--- src/rtl/unrank_seq.sv ---
// unrank_seq: walks a registered lookup table from column K-1 down to 0,
// subtracting each returned cell value from the remaining rank and emitting
// the returned row as one element of a valid/ready stream.
//
// Optional feature macro: UNRANK_SEQ_CYCLES_EN adds a saturating 16-bit
// 'cycles' output counting clocks from the accept edge to the final
// element handshake (inclusive). Without the macro there is no counter.
//
// Handshake rule for both ports: a transfer happens on the rising clock
// edge where valid and ready are both high. A producer that raises valid
// keeps valid and its payload stable until that edge; ready may be raised
// at any time and has no effect while valid is low.
module unrank_seq #(
  parameter int NUM_WIDTH   = 10,
  parameter int VALUE_WIDTH = 10,
  parameter int COL_WIDTH   = 4,
  parameter int ROW_WIDTH   = 4
) (
  input  logic                   clk,
  input  logic                   rst_n,
  input  logic                   in_valid,
  output logic                   in_ready,
  input  logic [NUM_WIDTH-1:0]   in_rank,
  input  logic [COL_WIDTH-1:0]   in_k,
  output logic                   out_valid,
  input  logic                   out_ready,
  output logic [ROW_WIDTH-1:0]   out_elem,
  output logic                   out_last,
  output logic                   err,
  output logic [NUM_WIDTH-1:0]   tbl_num,
  output logic [COL_WIDTH-1:0]   tbl_col,
  input  logic [ROW_WIDTH-1:0]   tbl_row,
  input  logic [VALUE_WIDTH-1:0] tbl_val,
`ifdef UNRANK_SEQ_CYCLES_EN
  output logic [15:0]            cycles,
`endif
  output logic [1:0]             dbg_state
);

  typedef enum logic [1:0] {
    S_IDLE    = 2'd0,
    S_LOOKUP  = 2'd1,
    S_CAPTURE = 2'd2,
    S_EMIT    = 2'd3
  } state_t;

  state_t                 r_state;
  logic                   r_in_ready;
  logic                   r_out_valid;
  logic                   r_out_last;
  logic [ROW_WIDTH-1:0]   r_out_elem;
  logic                   r_err;
  logic [NUM_WIDTH-1:0]   r_rem;
  logic [COL_WIDTH-1:0]   r_col;

  logic [NUM_WIDTH-1:0]   w_val_ext;
  logic [NUM_WIDTH-1:0]   w_rem_next;
  logic                   w_val_over;

  // Table value widened to the remainder width; subtraction wraps modulo 2^NUM_WIDTH.
  assign w_val_ext  = NUM_WIDTH'(tbl_val);
  assign w_rem_next = r_rem - w_val_ext;
  assign w_val_over = (w_val_ext > r_rem);

  assign in_ready  = r_in_ready;
  assign out_valid = r_out_valid;
  assign out_last  = r_out_last;
  assign out_elem  = r_out_elem;
  assign err       = r_err;
  assign tbl_num   = r_rem;
  assign tbl_col   = r_col;
  assign dbg_state = r_state;

  // Sequencer FSM: accept request, then per column LOOKUP -> CAPTURE -> EMIT.
  always_ff @(posedge clk or negedge rst_n) begin
    if (!rst_n) begin
      r_state     <= S_IDLE;
      r_in_ready  <= 1'b1;
      r_out_valid <= 1'b0;
      r_out_last  <= 1'b0;
      r_out_elem  <= '0;
      r_err       <= 1'b0;
      r_rem       <= '0;
      r_col       <= '0;
    end else begin
      case (r_state)
        S_IDLE: begin
          if (in_valid) begin
            r_err <= 1'b0;
            r_rem <= in_rank;
            // An empty request (K=0) is consumed without leaving IDLE.
            if (in_k != '0) begin
              r_col      <= in_k - COL_WIDTH'(1);
              r_in_ready <= 1'b0;
              r_state    <= S_LOOKUP;
            end
          end
        end
        S_LOOKUP: begin
          // tbl_num/tbl_col are held here so the table registers them at this edge.
          r_state <= S_CAPTURE;
        end
        S_CAPTURE: begin
          r_out_elem  <= tbl_row;
          r_out_valid <= 1'b1;
          r_out_last  <= (r_col == '0);
          r_rem       <= w_rem_next;
          if (w_val_over) begin
            r_err <= 1'b1;
          end
          r_state <= S_EMIT;
        end
        S_EMIT: begin
          if (out_ready) begin
            r_out_valid <= 1'b0;
            r_out_last  <= 1'b0;
            if (r_col == '0) begin
              r_in_ready <= 1'b1;
              r_state    <= S_IDLE;
            end else begin
              r_col   <= r_col - COL_WIDTH'(1);
              r_state <= S_LOOKUP;
            end
          end
        end
        default: begin
          r_state <= S_IDLE;
        end
      endcase
    end
  end

`ifdef UNRANK_SEQ_CYCLES_EN
  logic [15:0] r_cycles;

  assign cycles = r_cycles;

  // Busy-time counter: cleared on accept, counts every non-IDLE edge, saturates.
  always_ff @(posedge clk or negedge rst_n) begin
    if (!rst_n) begin
      r_cycles <= '0;
    end else if (r_state == S_IDLE) begin
      if (in_valid) begin
        r_cycles <= '0;
      end
    end else if (r_cycles != 16'hFFFF) begin
      r_cycles <= r_cycles + 16'd1;
    end
  end
`endif

endmodule
--- config.mk ---
export PLATFORM = sky130hd
export DESIGN_NAME = unrank_seq
export DESIGN_NICKNAME = d
export VERILOG_FILES = /design/src/rtl/unrank_seq.sv
export SDC_FILE = /design/constraint.sdc
export NUM_CORES = 1
export LEC_CHECK = 0
export BUFFER_PORTS_ARGS = -buffer_cell sky130_fd_sc_hd__buf_2
export CORE_MARGIN = 10
export CORE_UTILIZATION = 46
export CTS_CLUSTER_DIAMETER = 80
export DETAILED_ROUTE_END_ITERATION = 6
export PLACE_DENSITY_LB_ADDON = 0.08
export RECOVER_POWER = 25
export SYNTH_ARGS = -nofsm -noshare
export SYNTH_HDL_FRONTEND = slang
export SYNTH_SLANG_ARGS = --single-unit
export TNS_END_PERCENT = 10
--- constraint.sdc ---
create_clock -name clk -period 1.7 [get_ports clk]
set_input_delay 0.085 -clock clk [delete_from_list [all_inputs] [get_ports clk]]
set_output_delay 0.085 -clock clk [all_outputs]
set_load 0.01 [all_outputs]
## Word-level counts from Yosys, hierarchy flattened

Cells that the tools add are included.

- Latch bits: 0
- Bits in read-only memories: 0
- Input bits: 32
- Output and inout port bits: 24
- Memories: 0
- Word-level logic and storage cells: 56
- RAM bits: 0
- Bits in registers: 24

- Magnitude comparators: 1
- Mux-type cells: 23
- $mul: 0
- $add $sub $neg: 3
- Shift operators: 0
- Bitwise operators: 0
- Divide/modulo/power cells: 0
- Reductions and logical operators: 12
- Equal/unequal tests: 9

Operators by type and width:

| cell | count |
|---|---|
| case mux 10 bit (2 select lines) | 1 |
| 2-to-1 mux 4 bit | 4 |
| != test 2 bit, second input constant | 6 |
| > comparator 10 bit | 1 |
| 2-to-1 mux 10 bit | 1 |
| AND reduction 5 bit | 2 |
| subtractor 10 bit | 1 |
| 2-to-1 mux 1 bit | 8 |
| case mux 1 bit (2 select lines) | 4 |
| case mux 2 bit (4 select lines) | 1 |
| case mux 4 bit (2 select lines) | 1 |
| subtractor 4 x 1 -> 4 bit, second input constant | 2 |
| 2-to-1 mux 2 bit | 3 |
| AND reduction 3 bit | 2 |
| nonzero test 2 bit | 3 |
| equality test 2 bit, second input constant | 2 |
| logical NOT 4 bit | 1 |
| AND reduction 2 bit | 2 |
| nonzero test 4 bit | 1 |
| equality test 2 x 1 -> 1 bit, second input constant | 1 |
| logical NOT 2 bit | 1 |

## Longest topological paths before layout

Gate-level depths: netlist of run 1.

- Depth in word-level cells: 4
- Gate-level depth with buffers: 9

## Worst setup path before layout of run 1

Ideal clock, no wire load.

- Kind: register to register
- Start: register r_rem[0], in the netlist tbl_num[0]
- End: register r_rem[6], in the netlist tbl_num[6]
- Clock period less this slack: 1.973 ns
- Data arrival time: 1.909 ns
- Required time: 1.636 ns
- Cell stages (with the launch flop): 9
- Slack: -0.273 ns
- Library setup time: 0.064 ns
- Cell sequence: dfrtp_1 > inv_1 > ha_1 > fa_1 > nor2b_4 > o31a_1 > o22ai_1 > nor4b_1 > a211o_1

- Word-level cells in the longest chain between the ends: 2

RTL lines:

| element | line | RTL |
|---|---|---|
| start: declaration | 53 | `logic [NUM_WIDTH-1:0] r_rem;` |
| start signal: assignment | 90 | `r_rem <= in_rank;` |
| start signal: assignment | 107 | `r_rem <= w_rem_next;` |
| subtractor 10 bit | 62 | `assign w_rem_next = r_rem - w_val_ext;` |
| case mux 10 bit (2 select lines) | 86 | `case (r_state)` |

Every way passes these cells.
A chain may end at the register's enable or synchronous reset.

## Final worst setup path of run 1

Same ends and word-level chain as after synthesis.

==> qor.yml, run 1 <==
crit-reg2reg-launch: "tbl_num[0]$_DFFE_PN0P_"
synth-compound-area-share: 0.238
synth_adder_area_share: 0.114
drc: 0
synthXorXnorAreaFrac: 0.0240
drv_cap: 0
worst_hold_slack_ns: 0.0460
diodes: 0
io_pins: 56
path_max_fanout: 3
ys_seq_elements: 24
startpoint: "tbl_num[0]$_DFFE_PN0P_"
rsz0062_at_grt: "true"
final_area_um2: 2630
setup_viol: 7
critPathBufInv: 1
start_kind: "flip-flop"
synth_area_leader_cell: "dfrtp_1"
grt_overflow: 0
path_clk_slew_ns: 0.10
die_w_um: 82.9
crit_arrival_ns: 2.11
synth_area_leaders: "dfrtp_1 (32%), ha_1 (10%), a21oi_1 (4.7%)"
yosysUniqueCellTypes: 46
cp-end-kind: "flip-flop"
crit_family: "adder cells"
grt_max_degree: 25
ir_drop_v: 0.00101
status: "finished, violations left"
yosysWarningCount: 0
max_clock_freq_mhz: 531
htree_levels: 1
p_leak_uw: 0.00128
relSlewSlack: 0.117
fin_crit_ns: 1.88
worst_slew_pin_slew_ns: 1.32
syn_to_final_growth_pct: 44.4
via_per_inst: 5.27
route.vias.total: 1806
place.detailed.hpwl_um: 3920
grt_pass1_wl_um: 8390
synthArstFlopShare: 1.00
crit_slowest_cell: "dfrtp_1"
fin_ws_ns: -0.183
syn-cell-area_um2: 1820
synthCells: 201
initial_core_util: 0.487
holdCritPathClass: "input port to flip-flop"
fin_util: 0.703
place_ws_ns: -0.211
min-delay-start: "tbl_row[3]"
crit_type: "flip-flop to flip-flop"
synth_mux_area_frac: 0.0824
dieHeight_um: 82.9
cts_num_sinks: 24
core_um2: 3740
synth_edf_count: 0
grt_pass1_vias: 1925
violations: "negative setup slack"
drive_gt1_frac: 0.451
placed_area_um2: 2440
syn_nets: 249
num_rows: 22
synthFlopType: "dfrtp_1"
tns_ns: -0.622
die_area_um2: 6880
cts_buffers: 3
synthSimpleGateAreaFrac: 0.150
synth_top_family_by_area: "compound AO/OA/AOI/OAI gates"
clock_path_buffers: 2
yosysTopAreaCellShare: 0.316
cts_tree: "built"
final_antenna_net_count: 0
hold_viol: 0
port_buffers: 55
drv_slew: 0
antenna_found_initial: 0
cts_root_buffer: "clkbuf_8"
required_ns: 1.92
cellPowerDensity_nw_per_um2: 2010
worst_path_largest_cell_delay_ns: 0.37
clk_latency_ns: 0.27
nets: 344
syn_area_per_cell_um2: 9.06
finalClockSkew_ns: 0.0109
path_cells: "inv_2 -> ha_4 -> fa_2 -> nor2b_4 -> o31a_1 -> o22ai_2 -> nor4b_2 -> a211o_1"
drtIter0Drc: 47
wl_per_cell_um: 14.5
wirelength_um: 4980
first_pass_iters: 4
track_usage: 0.138
place.gp.congestion: 0.839
ys_seq_area_frac: 0.330
fillerInstances: 315
fin_crit_sh: 1.11
logic make-up (layout without fill, tap and decap cells):
kind of cell / Yosys count / count (layout)
muxes: 14 / 14
and+or+nand+nor: 51 / 51
DFF: 24 / 24
xor gates and xnor gates: 5 / 5
adders and majority gates: 16 / 16
buffers and inverters: 26 / 120
AOI/OAI and AO/OA: 65 / 65
cells in the final DEF, fill, tap and decap left out, drive strengths merged, types with 4 or more instances in the layout:
cell / instances
buf: 96
dfrtp: 23
nand2: 18
inv: 18
a21oi: 17
o21ai: 15
ha: 15
o22ai: 9
mux2i: 9
nor2: 8
mux2: 5
a21o: 5
nor3b: 4
clkbuf: 4
report_power, final:
part	switching (uW)	internal (uW)
registers	234	863
clock network	199	315
logic	1780	1900
metrics by stage:
stage,std cells,total power (uW)
floorplan,201,3150
global placement,337,4470
detailed placement,337,4530
CTS,342,5150
global route,343,5760
finish,343,5280
routing by layer:
metal | share of wire | GRT usage
met1 | 0.43 | 0.155
met2 | 0.51 | 0.253
met3 | 0.051 | 0.0381
met4 | 0.0072 | 0.0200
met5 | 0 | 0
path summary, 6_finish.rpt:
kind	to	slack (ns)	cells after the start
min reg2reg	out_elem[1]$_DFFE_PN0P_	0.51	1
max reg2reg	tbl_num[6]$_DFFE_PN0P_	-0.18	8
min in group asynchronous	tbl_num[2]$_DFFE_PN0P_	0.62	2
max in group asynchronous	dbg_state[0]$_DFFE_PN0P_	0.20	2
min	out_elem[3]$_DFFE_PN0P_	0.05	2
max	tbl_num[6]$_DFFE_PN0P_	-0.18	8
sequential cells by signal, indices dropped and copies added, names as in the netlist:
| signal | cells |
|---|---|
| dbg_state | 2 |
| err | 1 |
| in_ready | 1 |
| out_elem | 4 |
| out_last | 1 |
| out_valid | 1 |
| tbl_col | 4 |
| tbl_num | 10 |
layout make-up:
class                      count  area (um^2)  share of cell area
multi-input combinational    151         1230               0.467
timing repair buffer          98          599               0.228
clock inverter                 1         30.0              0.0114
sequential                    24          603               0.229
tap                           48         60.1              0.0228
clock buffer                   3         41.3              0.0157
inverter                      18         67.6              0.0257
synth_stat cells (all sizes together), types with 2 or more instances:
cell / n
nand2b: 3
and3: 2
buf: 6
o21ai: 15
o31a: 3
nor2b: 3
nor2: 8
nand2: 18
or2: 2
a211o: 2
mux2: 5
xnor2: 2
mux2i: 9
clkbuf: 2
nor3b: 4
a21o: 5
xor2: 3
nand3b: 2
a21oi: 17
inv: 18
o41ai: 2
nor4b: 2
o22ai: 9
o22a: 2
dfrtp: 23
ha: 15
nand3: 3
a31oi: 2
nor3: 2
a211oi: 2
what timing repair did:
| item | CTS | global route |
|---|---|---|
| hold endpoints to repair | 23 | 0 |
| pin swaps | 11 | 4 |
| endpoints found under the setup margin | 10 | 14 |
| hold buffers | 1 | 0 |
| buffers inserted | 0 | 1 |
| resized for setup | 9 | 12 |
Note: power is estimated with default switching activity, not from simulation.
==> inputs of run 2 (changes only) <==
RECOVER_POWER = unset   (was 25)
==> run 2 against run 1 <==
  * The run still ends with negative setup slack left
  * First-iteration DRC count unchanged
  * Non-clock buffer count unchanged
  * Clock skew unchanged
  * Cell count unchanged
  * Sequential cell count unchanged
  * Sequential share of layout area about the same
  * Total power about the same
  * Design area about the same
  * Sequential power about the same
  * Worst hold slack unchanged
  * Die area unchanged
  * Largest power group unchanged
==> qor.yml, run 2 (synthesis gave the netlist of run 1 again) <==
status: "finished, violations left"
violations: "negative setup slack"
fin_util: 0.703
path_cells: "inv_2 -> ha_4 -> fa_2 -> nor2b_4 -> o31a_1 -> o22ai_2 -> nor4b_2 -> a211o_1"
start_kind: "flip-flop"
final-seq-area_um2: 603
wirelength_um: 4980
fin_cells: 343
worst_path_largest_cell_delay_ns: 0.37
mostFrequentLayoutCell: "buf_2"
nets: 344
diodes: 0
track_usage: 0.138
p_sw_frac: 0.418
initial_core_util: 0.487
worst_slew_pin_slew_ns: 0.553
fin_crit_ns: 1.88
rsz0062_at_grt: "true"
holdCritPathClass: "input port to flip-flop"
pwr-share-comb: 0.695
required_ns: 1.92
route.vias.total: 1806
p_leak_uw: 0.00129
setup_viol: 7
place.gp.congestion: 0.839
max_clock_freq_mhz: 531
cts_tree: "built"
path_max_fanout: 3
die_w_um: 82.9
drive_gt1_frac: 0.454
internal_power_uw: 3070
final_area_um2: 2630
drc: 0
via_per_inst: 5.27
io_pins: 56
htree_levels: 1
ir_drop_v: 0.00101
crit_family: "adder cells"
crit_slowest_cell: "dfrtp_1"
die_area_um2: 6880
fin_crit_sh: 1.11
dr_wl_met2_um: 2560
clock_path_buffers: 2
cp-end-kind: "flip-flop"
fin_ws_ns: -0.183
port_buffers: 55
first_pass_iters: 4
final_cell_mix: "buf_2 (55), buf_4 (42), dfrtp_1 (22)"
wl_per_cell_um: 14.5
clk_latency_ns: 0.27
multi_input_area_um2: 1230
cellPowerDensity_nw_per_um2: 2010
grt_pass1_vias: 1925
drv_slew: 0
tns_ns: -0.622
grt_max_degree: 25
core_um2: 3740
placed_area_um2: 2440
place.detailed.hpwl_um: 3920
grt_pass1_wl_um: 8390
crit_type: "flip-flop to flip-flop"
clock_power_share: 0.097
placedCellCount: 337
dieHeight_um: 82.9
cts_root_buffer: "clkbuf_8"
drtIter0Drc: 47
cts_buffers: 3
largest_reg_flops: 10
drv_cap: 0
critPathBufInv: 1
wl_met3_um: 252
grt_overflow: 0
crit_arrival_ns: 2.11
fillerInstances: 314
top_layer: "met4"
relSlewSlack: 0.631
finalClockSkew_ns: 0.0109
worst_hold_slack_ns: 0.0460
path_clk_slew_ns: 0.10
cts_num_sinks: 24
num_rows: 22
antenna_found_initial: 0
hold_viol: 0
p_seq_frac: 0.208
syn_to_final_growth_pct: 44.5
final_antenna_net_count: 0
switching_power_uw: 2210
wl_met1_um: 2130
## run 2: changes by cell type in the layout (fill, tap and decap cells not counted)
cell	previous run	this run
buf_2	54	55
clkbuf_1	1	0
## run 2: repair_timing
action	4_1_cts	5_1_grt
pin swaps	11	4
hold endpoints to repair	23	0
gates resized for setup	9	12
endpoints found under the setup margin	10	14
setup buffers	0	1
hold buffers	1	0
## run 2: worst paths after layout
| path | cells after the start | from | slack (ns) | to |
|---|---|---|---|---|
| max | 8 | tbl_num[0]$_DFFE_PN0P_ | -0.18 | tbl_num[6]$_DFFE_PN0P_ |
| min | 2 | tbl_row[3] | 0.05 | out_elem[3]$_DFFE_PN0P_ |
| max reg2reg | 8 | tbl_num[0]$_DFFE_PN0P_ | -0.18 | tbl_num[6]$_DFFE_PN0P_ |
| min reg2reg | 1 | out_elem[1]$_DFFE_PN0P_ | 0.51 | out_elem[1]$_DFFE_PN0P_ |
| max in group asynchronous | 2 | rst_n | 0.97 | dbg_state[0]$_DFFE_PN0P_ |
| min in group asynchronous | 2 | rst_n | 0.32 | tbl_num[2]$_DFFE_PN0P_ |
## run 2: worst register-to-register path: cells and delay by family, from the launching register on
family,cells,cell delay [ns]
adders and majority gates,2,0.52
AOI/OAI and AO/OA,3,0.49
buffers and inverters,1,0.06
DFF,1,0.37
and+or+nand+nor,2,0.40
## run 2: cell type report
cell class,count,area share
clock buffers,3,0.0157
clock inverters,1,0.0114
inverters,18,0.0257
multi-input cells,151,0.467
flip-flops and latches,24,0.229
well taps,48,0.0228
repair buffers,98,0.228
## run 2: routing by layer
| layer | up-vias | GRT usage |
|---|---|---|
| met3 | 4 | 0.0381 |
| met2 | 37 | 0.253 |
| met4 | 0 | 0.0200 |
| met5 | - | 0 |
| li1 | 917 | - |
| met1 | 848 | 0.155 |
## run 2: power by group through the flow
stage                     sequential, uW  clock [uW]  combinational, uW
final                               1100         514               3670
after global routing                1140         547               4080
after CTS                           1070         528               3550
after detailed placement            1080           0               3450
after global placement              1060           0               3400
after floorplan                     1210           0               1940
## run 2: through the flow
| step | worst slack, ns | total power (uW) |
|---|---|---|
| floorplan | -0.194 | 3150 |
| global placement | -0.172 | 4470 |
| detailed placement | -0.211 | 4530 |
| CTS | -0.173 | 5150 |
| global route | -0.306 | 5760 |
| finish | -0.183 | 5280 |
